[src/rtl/subtractor_4_bits_serial.sv]
// ---------------------------------------------------------------------------
// subtractor_4_bits_serial
//
// Bit-serial 4-bit subtractor. It computes A - B as A + ~B + 1, one bit per
// clock, LSB first. The carry register starts at 1 to supply the "+1" of the
// two's-complement negation. An accepted start latches the operands. Four RUN
// cycles then produce the four result bits. A single DONE cycle presents the
// result and flags with a one-cycle done pulse.
//
// Configuration macro:
//   SUB4_ZERO_FLAG_EN - when defined, flagZ reports Diff == 0 and updates
//                       with the other flags. When undefined, flagZ is tied
//                       to 0 and no zero-detect logic exists.
//
// Ports:
//   clk    in   1  rising-edge clock
//   rst    in   1  synchronous active-high reset (priority over everything)
//   start  in   1  operation request, sampled only in IDLE
//   A      in   4  minuend
//   B      in   4  subtrahend
//   Diff   out  4  A - B mod 16; bits fill LSB first during RUN
//   Cout   out  1  final serial carry (1 = no unsigned borrow)
//   busy   out  1  high in RUN and DONE
//   done   out  1  one-cycle pulse when Diff and the flags are valid
//   flagN  out  1  sign of the result (Diff[3])
//   flagC  out  1  copy of Cout
//   flagV  out  1  signed overflow of A - B
//   flagZ  out  1  result is zero (0 unless SUB4_ZERO_FLAG_EN)
// ---------------------------------------------------------------------------
module subtractor_4_bits_serial (
    input  logic       clk,
    input  logic       rst,
    input  logic       start,
    input  logic [3:0] A,
    input  logic [3:0] B,
    output logic [3:0] Diff,
    output logic       Cout,
    output logic       busy,
    output logic       done,
    output logic       flagN,
    output logic       flagC,
    output logic       flagV,
    output logic       flagZ
);

    typedef enum logic [1:0] {
        IDLE = 2'd0,
        RUN  = 2'd1,
        DONE = 2'd2
    } state_t;

    state_t     state;
    logic [3:0] a_lat;
    logic [3:0] b_lat;
    logic       carry;
    logic [1:0] idx;

    // One full-adder slice that operates on the current bit position.
    logic       a_bit;
    logic       nb_bit;
    logic       sum_bit;
    logic       carry_next;
    logic       last_bit;

    function automatic logic fa_sum(input logic x, input logic y, input logic c);
        return x ^ y ^ c;
    endfunction

    function automatic logic fa_carry(input logic x, input logic y, input logic c);
        return (x & y) | (x & c) | (y & c);
    endfunction

    always_comb begin
        a_bit      = a_lat[idx];
        nb_bit     = ~b_lat[idx];
        sum_bit    = fa_sum(a_bit, nb_bit, carry);
        carry_next = fa_carry(a_bit, nb_bit, carry);
        last_bit   = (idx == 2'd3);
    end

`ifdef SUB4_ZERO_FLAG_EN
    // The lower three bits are already in Diff when the MSB is produced.
    // The zero test therefore combines them with the bit that is arriving.
    logic zero_next;

    always_comb begin
        zero_next = (Diff[2:0] == 3'b000) && !sum_bit;
    end
`else
    assign flagZ = 1'b0;
`endif

    always_ff @(posedge clk) begin
        if (rst) begin
            state <= IDLE;
            a_lat <= 4'd0;
            b_lat <= 4'd0;
            carry <= 1'b0;
            idx   <= 2'd0;
            Diff  <= 4'd0;
            Cout  <= 1'b0;
            busy  <= 1'b0;
            done  <= 1'b0;
            flagN <= 1'b0;
            flagC <= 1'b0;
            flagV <= 1'b0;
`ifdef SUB4_ZERO_FLAG_EN
            flagZ <= 1'b0;
`endif
        end else begin
            case (state)
                IDLE: begin
                    done <= 1'b0;
                    if (start) begin
                        // The operands are captured here. Later changes on A/B are ignored.
                        a_lat <= A;
                        b_lat <= B;
                        Diff  <= 4'd0;
                        carry <= 1'b1;
                        idx   <= 2'd0;
                        busy  <= 1'b1;
                        state <= RUN;
                    end
                end

                RUN: begin
                    Diff[idx] <= sum_bit;
                    carry     <= carry_next;
                    idx       <= idx + 2'd1;
                    if (last_bit) begin
                        // The MSB completes the result. All flags are taken from this edge.
                        Cout  <= carry_next;
                        flagC <= carry_next;
                        flagN <= sum_bit;
                        flagV <= (a_lat[3] != b_lat[3]) && (sum_bit != a_lat[3]);
`ifdef SUB4_ZERO_FLAG_EN
                        flagZ <= zero_next;
`endif
                        done  <= 1'b1;
                        state <= DONE;
                    end
                end

                DONE: begin
                    // start is not sampled here. A held start is accepted on the next IDLE edge.
                    done  <= 1'b0;
                    busy  <= 1'b0;
                    state <= IDLE;
                end

                default: begin
                    done  <= 1'b0;
                    busy  <= 1'b0;
                    state <= IDLE;
                end
            endcase
        end
    end

endmodule
[config.mk]
export PLATFORM = sky130hd
export DESIGN_NAME = subtractor_4_bits_serial
export DESIGN_NICKNAME = d
export VERILOG_FILES = /design/src/rtl/subtractor_4_bits_serial.sv
export SDC_FILE = /design/constraint.sdc
export NUM_CORES = 1
export LEC_CHECK = 0
export CELL_PAD_IN_SITES_DETAIL_PLACEMENT = 0
export CELL_PAD_IN_SITES_GLOBAL_PLACEMENT = 1
export CORE_MARGIN = 2
export CORE_UTILIZATION = 35
export CTS_CLUSTER_SIZE = 24
export DETAILED_ROUTE_END_ITERATION = 10
export PLACE_DENSITY = 0.76
export SLEW_MARGIN = 30
export SYNTH_ARGS = -nofsm -noshare
export SYNTH_HDL_FRONTEND = slang
export SYNTH_SLANG_ARGS = --single-unit
export TNS_END_PERCENT = 50
[constraint.sdc]
create_clock -name clk -period 2.45 [get_ports clk]
set_clock_uncertainty 0.15 [all_clocks]
set_input_delay 0.6125 -clock clk [delete_from_list [all_inputs] [get_ports clk]]
set_output_delay 0.6125 -clock clk [all_outputs]
set_load 0.02 [all_outputs]
* Word level (Yosys, flattened, before mapping) *
Cells that the tools add are included.

word-level totals
  input bits = 11
  flip-flop bits (word level) = 22
  output and inout port bits = 11

operators by class
  $lt $le $gt $ge = 2
  equal/unequal tests = 6
  reduce and logical (&&, ||, !) cells = 10
  add/subtract/negate cells = 1
  mux-type cells = 17
  bitwise gates (word level) = 9

operators by type and width
  cell                                                                                 count
  2-bit AND reduction                                                                  5
  2-bit case mux with 2 select lines                                                   2
  4-bit case mux with 2 select lines                                                   1
  2-bit 2-to-1 mux                                                                     3
  1-bit binary-select mux with 2-bit select                                            2
  4-bit bitwise mux                                                                    1
  1-bit 2-to-1 mux                                                                     4
  4-bit 2-to-1 mux                                                                     1
  2-bit inequality test, second input constant                                         2
  1-bit case mux with 2 select lines                                                   2
  1-bit bitwise AND                                                                    3
  2-bit by 3-bit less-than comparator with 1-bit output, second input constant         1
  2-bit by 1-bit adder with 2-bit output, second input constant                        1
  1-bit demux with 2-bit select                                                        1
  2-bit by 1-bit == test with 1-bit output, second input constant                      1
  2-bit == test, second input constant                                                 1
  2-bit by 1-bit greater-or-equal comparator with 1-bit output, second input constant  1
  1-bit logical AND                                                                    2
  2-bit zero test                                                                      1
  1-bit inequality test                                                                2
  1-bit inverter                                                                       2
  1-bit bitwise OR                                                                     2
  2-bit nonzero test                                                                   1
  2-bit OR reduction                                                                   1
  1-bit bitwise XOR                                                                    2

* Longest topological paths before layout *
Gate-level depths: netlist of run 1.

  depth after elaboration = 7
  gate-level depth with buffers = 6
  depth with buffers taken out = 6

* Least setup slack after synthesis of run 1 *
No wires, ideal clock.

  kind = register -> register
  start = register idx[0]
  end = register flagV
  arrival time = 1.845 ns
  slack = 0.325 ns
  library setup time = 0.130 ns
  clock period less this slack = 2.125 ns
  stages on the path, launching flop included = 6
  path buffers = 0
  cell sequence = dfxtp_1 > mux4_2 > fa_1 > and3b_1 > nor3_1 > nor3_2

between the ends
  longest elaborated chain between the ends = 7
  elaborated cells between the ends (all ways) = 11
  those cells by class = 2 x eq/ne; 4 x mux; 3 x bitwise; 2 x reduce/logical

RTL lines
  element                                    RTL line  source
  start, declared                            56        logic [1:0] idx;
  start signal, assigned                     129       idx <= idx + 2'd1;
  1-bit binary-select mux with 2-bit select  75        nb_bit = ~b_lat[idx];
  1-bit 2-to-1 mux (implied by the code)     75
  1-bit inverter                             75
  1-bit bitwise XOR * (2 in a row)           66        return x ^ y ^ c;
  via sum_bit                                61        logic sum_bit;
  1-bit inequality test *                    135       flagV <= (a_lat[3] != b_lat[3]) && (sum_bit != a_lat[3]);
  1-bit logical AND *                        135
  end signal, assigned                       135
  end, declared                              42        output logic flagV,

Mark *: on every way through the listed nets, which the timed path passes. The rest lies on a longest branch. The select of a mux whose other input is x is not followed.
A chain may end at the register's enable or synchronous reset.

* Worst setup path in the final report of run 1 *
Ends and elaborated chain as after synthesis.

==> reports/qor_table.md, run 1 <==
| Item | Value | Unit |
|---|---|---|
| Count of antenna-violating nets left after detailed routing | 0 | - |
| Clock insertion delay at the later pin of the skew report | 0.31 | ns |
| Starting density of the core | 0.3743 | - |
| Leak pwr | 0.4777 | nW |
| Number of buffers between clock root and the deepest sink | 2 | - |
| Final Hold Violating Endpoints | 0 | - |
| Net switching power of the design | 0.1806 | mW |
| Endpoint arrival time on the critical path | 2.28 | ns |
| Share of total power in sequential cells | 0.502 | - |
| Clock power frac | 0.354 | - |
| Post-DP Area | 0.001239 | mm² |
| Number of antenna cells inserted | 0 | - |
| Mapped Nets | 129 | - |
| Count of input and output buffers | 20 | - |
| Result of the run | finished clean | - |
| Overall track demand over capacity in global routing | 0.1337 | - |
| Clock tree from TritonCTS | built | - |
| Std-Cell Rows | 19 | - |
| Yosys top cell area share | 0.4231 | - |
| Power Dens Cells | 602.6 | mW/mm² |
| Worst setup path category | reg -> reg | - |
| Highest-delay cell along the critical path | mux4_2 | - |
| Horizontal die dimension | 58.54 | µm |
| WL final | 1.919 | mm |
| Most common cell after layout, fill and taps aside | nand2_1 | - |
| Vias per inst | 4.939 | - |
| Number of buffers inserted during clock tree synthesis | 3 | - |
| Final routed DRC violation total | 0 | - |
| R2R setup slack | 0.22 | ns |
| Max-slew headroom | 0.6570 | - |
| Number of post-CTS setup repair buffers | 0 | - |
| Beginning of the worst register-to-register path | idx[0] | - |
| YS warnings | 0 | - |
| Worst setup path startpoint | idx[0] | - |
| CTS HTree Levels | 1 | - |
| Number of DRC violations after detailed-routing iteration 0 | 25 | - |
| RD Place Congestion | 0.7039 | - |
| Data required, critical path | 2.50 | ns |
| FMAX | 448.4 | MHz |
| Worst-Margin Slew | 0.5138 | ns |
| Global route overflow | 0 | - |
| Largest fanout on the critical path | 5 | - |
| Ordered cell list for the critical path | mux4_2 -> fa_1 -> and3b_1 -> nor3_1 -> nor3_2 | - |
| Synth Instances | 113 | - |
| Area of the mapped netlist | 0.001041 | mm² |
| Full die area | 0.003426 | mm² |
| Most frequent cells in the layout | nand2_1 (23), dfxtp_1 (22), clkdlybuf4s50_1 (20), a21oi_1 (17) | - |
| Vias in the first global route | 780 | - |
| Kind of launch point of the worst setup path | flop | - |
| Final Cell Area | 0.001291 | mm² |
| Num ports | 22 | - |
| Total Neg Setup Slack | 0 | ns |
| Net Sw Frac | 0.2320 | - |
| Combinational fraction of design power | 0.143 | - |
| Register clock-pin slew on the reported worst setup and hold paths | 0.13 | ns |
| Maximum vdd drop | 0.0007495 | V |
| RSZ-0062 raised after global routing | no | - |
| Total of fill cells in the finished design | 268 | - |
| Nature of the critical path endpoint | flop | - |
| Total power draw | 0.7782 | mW |
| Root buffer cell | clkbuf_4 | - |
| Max-cap violations | 0 | - |
| Synthesis-to-layout area growth | 24.04 | % |
| Post-synthesis cell type count | 30 | - |
| Hold-fix buffers at CTS | 0 | - |
| Die extent in y | 58.54 | µm |
| Number of detailed-route iterations in the first pass | 4 | - |
| Worst R2R Path Depth | 5 | - |
| Mapped Avg Cell Area | 9.212 | µm² |
| Last element of the critical path | flagV | - |
| Cell types occupying the most area after synthesis | dfxtp_1 (42%), nand2_1 (8.3%), a21oi_1 (8.2%) | - |
| Final HPWL DP | 1.448 | mm |
| Final setup fails | 0 | - |
| Final-report max-slew violation count | 0 | - |
| Min Clock Period, post-route | 2.230 | ns |
| Ratio of cells with drive above 1 in the final layout | 0.1288 | - |
| Pin count of the biggest net entering global routing | 23 | - |
| CTS resizes | 0 | - |
| Total clock sinks | 22 | - |
| Largest area contributor in the synthesized netlist | dfxtp_1 | - |
| Min-Delay Path Class | reg -> reg | - |
| Via count | 805 | - |
| Internal power consumption | 0.5976 | mW |
| Global-route wire length before repair | 3.477 | mm |
| Total number of nets in the final design | 149 | - |
| Core ar. | 0.002781 | mm² |
| Highest cell delay on the worst timing path | 0.54 | ns |
| Total of flip-flops plus latches after synthesis | 22 | - |
| Number of antenna violations at the first check in global routing | 0 | - |
| Sequential element share of the synthesized area | 0.4231 | - |
| Worst flop-to-flop path endpoint | flagV | - |
| Wire length per cell after detailed routing | 11.77 | µm |
| Final clock period utilization by the worst path | 0.9104 | - |
## cell type report
cell class | count | area, µm² | share of cell area
Clock buffer | 3 | 22.52 | 0.01744
Clock inverter | 1 | 30.03 | 0.02326
Inverter | 4 | 15.01 | 0.01163
Multi-Input combinational cell | 80 | 529.3 | 0.4099
Sequential cell | 22 | 440.4 | 0.3411
Tap cell | 31 | 38.79 | 0.03004
Timing Repair Buffer | 22 | 215.2 | 0.1667
## how the worst min path moves through the flow
stage	start	endpoint	slack, ns	depth (start not counted)
CTS	a_lat[2]	a_lat[2]	0.32	2
global placement	a_lat[2]	a_lat[2]	0.30	2
global route	b_lat[2]	b_lat[2]	0.34	2
detailed placement	a_lat[2]	a_lat[2]	0.30	2
floorplan	a_lat[2]	a_lat[2]	0.28	2
finish	a_lat[2]	a_lat[2]	0.31	2
## state kept, by name, indices dropped and copies added, names as in the netlist
signal  flops
carry       1
flagC       1
Diff        4
idx         2
state       2
a_lat       4
busy        1
done        1
flagV       1
flagN       1
b_lat       4
## per-stage QoR
step,hold WS [ns],setup slack [ns],utilization,instances
CTS,0.3181,0.2109,0.4642,163
finish,0.3149,0.2196,0.4642,163
floorplan,0.2831,0.3251,-,113
detailed placement,0.2996,0.2414,0.4453,159
global placement,0.2963,0.2858,0.4453,159
global route,0.3404,0.05918,0.4642,163
## metal layers
metal | vias up | routed length [µm] | share of wire | track usage
li1 | 418 | - | - | -
met1 | 370 | 908 | 0.47 | 0.1660
met2 | 15 | 914 | 0.48 | 0.2199
met3 | 2 | 79 | 0.041 | 0.04615
met4 | 0 | 17 | 0.0089 | 0.03654
met5 | - | 0 | 0 | 0
## synthesized netlist by cell type
cell type / number
nand3_1: 1
buf_6: 3
nor3b_1: 5
o21ai_1: 3
nand2_1: 23
fa_1: 1
conb_1: 1
mux2i_1: 1
mux4_2: 2
nand3b_1: 1
nor3_1: 4
nor2b_4: 1
a21oi_1: 17
nand3_2: 1
or3b_1: 1
nor3b_4: 1
inv_1: 3
o21ai_0: 1
dfxtp_1: 22
and3b_2: 1
nor3_2: 2
nand2b_1: 1
nor2_1: 5
clkbuf_1: 2
ha_1: 4
o21bai_2: 1
buf_4: 2
inv_2: 1
nor3b_2: 1
and3b_1: 1
## power by group through the flow
stage	Clock [mW]	Combinational (mW)	Sequential, mW
after floorplan	0	0.0772	0.397
after global placement	0	0.112	0.399
after detailed placement	0	0.113	0.399
after CTS	0.289	0.113	0.391
after global routing	0.301	0.127	0.395
final	0.276	0.112	0.391
## logic make-up (layout without fill, tap and decap cells)
family | Yosys count | count (layout) | synth area share
other | 1 | 1 | 0.003602
AND/OR/NAND/NOR | 49 | 49 | 0.2728
multiplexers | 3 | 3 | 0.05288
AO/OA/AOI/OAI | 22 | 22 | 0.1118
buffers and inverters | 11 | 30 | 0.06850
adder cells (fa/ha/maj) | 5 | 5 | 0.06731
flip-flops | 22 | 22 | 0.4231
## worst max-delay path: cells and delay by family (launching register included)
kind / cells / cell delay, ns
fa+ha+maj: 1 / 0.51
flops: 1 / 0.46
mux: 1 / 0.54
simple gates: 3 / 0.46
(Power assumes the default switching activity.)
==> inputs of run 2 (changes only) <==
--- a/config.mk
+++ b/config.mk
@@ -5,13 +5,13 @@
 export SDC_FILE = /design/constraint.sdc
 export NUM_CORES = 1
 export LEC_CHECK = 0
+export ABC_CLOCK_PERIOD_IN_PS = 2450
 export CELL_PAD_IN_SITES_DETAIL_PLACEMENT = 0
 export CELL_PAD_IN_SITES_GLOBAL_PLACEMENT = 1
 export CORE_MARGIN = 2
-export CORE_UTILIZATION = 35
-export CTS_CLUSTER_SIZE = 24
+export CORE_UTILIZATION = 37
 export DETAILED_ROUTE_END_ITERATION = 10
-export PLACE_DENSITY = 0.76
+export PLACE_DENSITY = 0.79
 export SLEW_MARGIN = 30
 export SYNTH_ARGS = -nofsm -noshare
 export SYNTH_HDL_FRONTEND = slang
==> run 2 against run 1 <==
  * Worst hold slack got worse by 0.00088 ns
  * Flip-flop and latch count stayed put
  * Clock power shrank 28%
  * Critical path type unchanged
  * Largest cell class unchanged
  * Clock-buffer cell count increased by 1
  * Combinational power about the same
  * Sequential power is essentially flat
  * Wire length increased by 0.47%
  * Critical path depth unchanged
  * Global-route usage hardly changed
  * Highest routed layer unchanged
  * Largest power group unchanged
  * Core utilization up 0.34 points
==> reports/qor_table.md, run 2 (same netlist as run 1, synthesis figures left out) <==
| Item | Value | Unit |
|---|---|---|
| Result of the run | finished clean | - |
| Overall track demand over capacity in global routing | 0.1334 | - |
| WL final | 1.928 | mm |
| Die extent in y | 57.04 | µm |
| Core ar. | 0.002710 | mm² |
| Register clock-pin slew on the reported worst setup and hold paths | 0.12 | ns |
| Ordered cell list for the critical path | mux4_2 -> fa_1 -> and3b_1 -> nor3_1 -> nor3_2 | - |
| Total clock sinks | 22 | - |
| Final clock period utilization by the worst path | 0.9204 | - |
| Worst path top cell family by delay | multiplexers | - |
| Full die area | 0.003254 | mm² |
| Min Clock Period, post-route | 2.255 | ns |
| Number of buffers between clock root and the deepest sink | 2 | - |
| Std-Cell Rows | 19 | - |
| FMAX | 443.5 | MHz |
| RD Place Congestion | 0.7099 | - |
| Number of post-CTS setup repair buffers | 0 | - |
| Total buffers and inverters traversed by the critical path | 0 | - |
| Vias in the first global route | 756 | - |
| Highest cell delay on the worst timing path | 0.55 | ns |
| Number of buffers inserted during clock tree synthesis | 3 | - |
| Count of input and output buffers | 20 | - |
| Number of antenna violations at the first check in global routing | 0 | - |
| Leak pwr | 0.4658 | nW |
| Highest-delay cell along the critical path | mux4_2 | - |
| Total number of nets in the final design | 148 | - |
| Data required, critical path | 2.50 | ns |
| Number of antenna cells inserted | 0 | - |
| Most frequent cells in the layout | nand2_1 (23), dfxtp_1 (22), clkdlybuf4s50_1 (20), a21oi_1 (17) | - |
| Max-cap violations | 0 | - |
| Count of antenna-violating nets left after detailed routing | 0 | - |
| Final setup fails | 0 | - |
| Most common cell after layout, fill and taps aside | nand2_1 | - |
| Vias per inst | 4.907 | - |
| Hold-fix buffers at CTS | 0 | - |
| Combinational fraction of design power | 0.157 | - |
| CTS HTree Levels | 1 | - |
| Net Sw Frac | 0.2550 | - |
| Pin count of the biggest net entering global routing | 23 | - |
| RSZ-0062 raised after global routing | no | - |
| Power Dens Cells | 552.0 | mW/mm² |
| Clock insertion delay at the later pin of the skew report | 0.30 | ns |
| Root buffer cell | clkbuf_4 | - |
| Total power draw | 0.6997 | mW |
| Maximum vdd drop | 0.0003366 | V |
| Final HPWL DP | 1.418 | mm |
| Nature of the critical path endpoint | flop | - |
| Clock power frac | 0.283 | - |
| Clock tree from TritonCTS | built | - |
| Min-Delay Path Class | reg -> reg | - |
| Ratio of cells with drive above 1 in the final layout | 0.1221 | - |
| Global route overflow | 0 | - |
| Starting density of the core | 0.3841 | - |
| Largest fanout on the critical path | 5 | - |
| Final routed DRC violation total | 0 | - |
| Final-report max-slew violation count | 0 | - |
| Number of detailed-route iterations in the first pass | 4 | - |
| Internal power consumption | 0.5212 | mW |
| Wire length per cell after detailed routing | 11.90 | µm |
| Share of total power in sequential cells | 0.560 | - |
| Horizontal die dimension | 57.04 | µm |
| Number of DRC violations after detailed-routing iteration 0 | 11 | - |
| Synthesis-to-layout area growth | 21.76 | % |
| Global-route wire length before repair | 3.408 | mm |
| Via count | 795 | - |
| Total of fill cells in the finished design | 273 | - |
| Net switching power of the design | 0.1784 | mW |
| Endpoint arrival time on the critical path | 2.31 | ns |
| Num ports | 22 | - |
| Final Hold Violating Endpoints | 0 | - |
| Largest registers | Diff: 4 flops, a_lat: 4 flops, b_lat: 4 flops | - |
| Total Neg Setup Slack | 0 | ns |
| Kind of launch point of the worst setup path | flop | - |
| Worst setup path category | reg -> reg | - |
| CTS resizes | 0 | - |
==> run 2: cell types whose count changed in the layout (fill, tap and decap cells not counted) <==
cell       delta
buf_4         -1
bufinv_16     -1
clkbuf_8      +1
==> run 2: path summary, 6_finish.rpt <==
| path | start | endpoint | slack (ns) | depth (start not counted) |
|---|---|---|---|---|
| worst max-delay path | idx[0] | flagV | 0.20 | 5 |
| worst min-delay path | b_lat[1] | b_lat[1] | 0.31 | 2 |
| worst max register to register | idx[0] | flagV | 0.20 | 5 |
| worst min register to register | b_lat[1] | b_lat[1] | 0.31 | 2 |
==> run 2: area by class of cell <==
| class | instances | area, µm² | share of cell area |
|---|---|---|---|
| timing repair buffer | 21 | 207.7 | 0.1639 |
| sequential | 22 | 440.4 | 0.3475 |
| tap | 31 | 38.79 | 0.03060 |
| clock buffer | 4 | 36.28 | 0.02863 |
| inverter | 4 | 15.01 | 0.01185 |
| multi-input combinational | 80 | 529.3 | 0.4176 |
==> run 2: worst reg2reg max path, delay by kind of cell, from the launching register on <==
family        cells  cell delay, ns
fa+ha+maj         1            0.51
flops             1            0.48
mux               1            0.55
simple gates      3            0.47
==> run 2: power by group through the flow <==
stage	clock, mW	combinational [mW]	sequential, mW
2_1_floorplan	0	0.0772	0.397
3_3_place_gp	0	0.109	0.399
3_5_place_dp	0	0.111	0.400
4_1_cts	0.207	0.111	0.392
5_1_grt	0.220	0.123	0.395
6_report	0.198	0.110	0.392
==> run 2: stage by stage <==
stage	utilization	hold slack, ns	setup slack, ns	cell area [µm²]	cells
after CTS	0.4677	0.3160	0.1719	1267	162
after global routing	0.4677	0.3385	0.02464	1267	162
after floorplan	-	0.2831	0.3251	1041	113
after global placement	0.4543	0.2961	0.2926	1231	158
final	0.4677	0.3140	0.1951	1267	162
after detailed placement	0.4543	0.2988	0.1872	1231	158
==> run 2: metal layers <==
metal / vias to the layer above / global-route usage / routed length [µm] / part of all wire
met3: 2 / 0.04989 / 85 / 0.044
met2: 17 / 0.2266 / 891 / 0.46
li1: 418 / - / - / -
met1: 358 / 0.1584 / 936 / 0.49
met4: 0 / 0.03654 / 15 / 0.0078
met5: - / 0 / 0 / 0
==> inputs of run 3 (changes only) <==
--- a/config.mk
+++ b/config.mk
@@ -12,6 +12,7 @@
 export CORE_UTILIZATION = 37
 export DETAILED_ROUTE_END_ITERATION = 10
 export PLACE_DENSITY = 0.79
+export RECOVER_POWER = 50
 export SLEW_MARGIN = 30
 export SYNTH_ARGS = -nofsm -noshare
 export SYNTH_HDL_FRONTEND = slang
==> run 3 against run 2 <==
  * Via count shrank 1.0%
  * Core utilization fell by 0.37 points
  * Combinational power is essentially flat
  * Non-clock buffer count unchanged
  * Total power down 0.41%
  * Sequential share of layout area up 0.28 points
  * Global-route usage did not move
  * Wire length is 0.83% higher
  * Final area is 0.79% lower
  * Clock power about the same
  * Critical endpoint unchanged
  * Largest power group unchanged
  * Highest routed layer unchanged
==> reports/qor_table.md, run 3 (same netlist as run 1, synthesis figures left out) <==
| Item | Value | Unit |
|---|---|---|
| CTS resizes | 0 | - |
| Internal power consumption | 0.5192 | mW |
| Final Hold Violating Endpoints | 0 | - |
| Total buffers and inverters traversed by the critical path | 0 | - |
| Number of antenna violations at the first check in global routing | 0 | - |
| Final routed DRC violation total | 0 | - |
| R2R setup slack | 0.20 | ns |
| Final WS setup | 0.1972 | ns |
| Share of total power in sequential cells | 0.561 | - |
| Horizontal die dimension | 57.04 | µm |
| Number of cells after detailed placement | 158 | - |
| Number of post-CTS setup repair buffers | 0 | - |
| Starting density of the core | 0.3841 | - |
| Leak pwr | 0.4615 | nW |
| Final setup fails | 0 | - |
| Min-Delay Path Class | reg -> reg | - |
| Final-report max-slew violation count | 0 | - |
| CTS HTree Levels | 1 | - |
| Worst hold path startpoint | b_lat[1] | - |
| WL final | 1.944 | mm |
| Worst flop-to-flop path endpoint | flagV | - |
| Multi-input gate area | 519.2 | µm² |
| Number of cells traversed by the worst hold path | 2 | - |
| Maximum vdd drop | 0.0003381 | V |
| Count of input and output buffers | 20 | - |
| Via count | 787 | - |
| Max-cap violations | 0 | - |
| Overall track demand over capacity in global routing | 0.1334 | - |
| Clock tree from TritonCTS | built | - |
| Largest registers | Diff: 4 flops, a_lat: 4 flops, b_lat: 4 flops | - |
| Power Dens Cells | 554.1 | mW/mm² |
| Worst setup path category | reg -> reg | - |
| Setup slack at placement | 0.1872 | ns |
| Net switching power of the design | 0.1776 | mW |
| Most common cell after layout, fill and taps aside | nand2_1 | - |
| RSZ-0062 raised after global routing | no | - |
| Number of buffers between clock root and the deepest sink | 2 | - |
| Final HPWL DP | 1.418 | mm |
| Final Hold Slack | 0.3138 | ns |
| Number of antenna cells inserted | 0 | - |
| Root buffer cell | clkbuf_4 | - |
| Full die area | 0.003254 | mm² |
| Max-slew headroom | 0.5288 | - |
| FMAX | 443.9 | MHz |
| Register clock-pin slew on the reported worst setup and hold paths | 0.12 | ns |
| Pin count of the biggest net entering global routing | 23 | - |
| Number of detailed-route iterations in the first pass | 4 | - |
| Total Neg Setup Slack | 0 | ns |
| Combinational fraction of design power | 0.155 | - |
| Beginning of the worst register-to-register path | idx[0] | - |
| Vias per inst | 4.858 | - |
| Clock power frac | 0.284 | - |
| Total clock sinks | 22 | - |
| Worst path top cell family by delay | multiplexers | - |
| Number of buffers inserted during clock tree synthesis | 3 | - |
| Count of antenna-violating nets left after detailed routing | 0 | - |
| Std-Cell Rows | 19 | - |
| Wire length per cell after detailed routing | 12.00 | µm |
| Hold-fix buffers at CTS | 0 | - |
| Die extent in y | 57.04 | µm |
| Nature of the critical path endpoint | flop | - |
| Total number of nets in the final design | 148 | - |
| Data required, critical path | 2.51 | ns |
| Synthesis-to-layout area growth | 20.79 | % |
| Kind of launch point of the worst setup path | flop | - |
| Net Sw Frac | 0.2549 | - |
| Ratio of cells with drive above 1 in the final layout | 0.1145 | - |
| Highest-delay cell along the critical path | mux4_2 | - |
| Core ar. | 0.002710 | mm² |
| Most frequent cells in the layout | nand2_1 (23), dfxtp_1 (22), clkdlybuf4s50_1 (18), a21oi_1 (17) | - |
| Endpoint arrival time on the critical path | 2.31 | ns |
| Worst R2R Path Depth | 5 | - |
| RD Place Congestion | 0.7099 | - |
| Clock insertion delay at the later pin of the skew report | 0.30 | ns |
| Result of the run | finished clean | - |
| Min Clock Period, post-route | 2.253 | ns |
| Post-Route Utilization | 0.4640 | - |
| Vias in the first global route | 756 | - |
| Global-route wire length before repair | 3.408 | mm |
| Register cell area after layout | 440.4 | µm² |
| Hold Path Sink | b_lat[1] | - |
| Num ports | 22 | - |
| Largest fanout on the critical path | 5 | - |
| Highest cell delay on the worst timing path | 0.55 | ns |
| Worst-Margin Slew | 0.7037 | ns |
| Non-filler cells in the finished layout | 162 | - |
| Final clock period utilization by the worst path | 0.9195 | - |
| Number of DRC violations after detailed-routing iteration 0 | 13 | - |
| Total of fill cells in the finished design | 275 | - |
| Ordered cell list for the critical path | mux4_2 -> fa_1 -> and3b_1 -> nor3_1 -> nor3_2 | - |
| Global route overflow | 0 | - |
run 3: changes by cell type in the layout (fill, tap and decap cells not counted), sizes merged:
cell,change
dlygate4sd3,+2
clkdlybuf4s50,-2
run 3: how the worst max path moves through the flow:
stage | start | endpoint | slack (ns) | cells past startpoint
floorplan | idx[0] | flagV | 0.33 | 5
global placement | idx[0] | flagV | 0.29 | 5
detailed placement | idx[0] | flagV | 0.19 | 5
CTS | idx[0] | flagV | 0.17 | 5
global route | idx[0] | flagV | 0.02 | 6
finish | idx[0] | flagV | 0.20 | 5
run 3: through the flow:
step	cell area, µm²	power, mW
2_1_floorplan	1041	0.4746
3_3_place_gp	1231	0.5084
3_5_place_dp	1231	0.5110
4_1_cts	1267	0.7098
5_1_grt	1257	0.7358
6_report	1257	0.6968
run 3: cell type report:
class | instances | area share
sequential | 22 | 0.3502
inverter | 4 | 0.01194
tap | 31 | 0.03085
clock buffer | 4 | 0.02886
multi-input combinational | 80 | 0.4129
timing repair buffer | 21 | 0.1652
run 3: power by group through the flow:
| stage | combinational [mW] | clock, mW | sequential, mW |
|---|---|---|---|
| 2_1_floorplan | 0.0772 | 0 | 0.397 |
| 6_report | 0.108 | 0.198 | 0.391 |
| 5_1_grt | 0.121 | 0.220 | 0.395 |
| 4_1_cts | 0.111 | 0.207 | 0.392 |
| 3_5_place_dp | 0.111 | 0 | 0.400 |
| 3_3_place_gp | 0.109 | 0 | 0.399 |
run 3: worst register-to-register path, stage by stage, from the launching register on:
cell	delay, ns
dfxtp_1	0.48
mux4_2	0.55
fa_1	0.51
and3b_1	0.18
nor3_1	0.22
nor3_2	0.07
run 3: per-layer routing:
layer  global-route usage  share of wire
met4              0.03654         0.0077
met2               0.2266           0.46
met1               0.1584           0.50
met5                    0              0
met3              0.04989          0.035
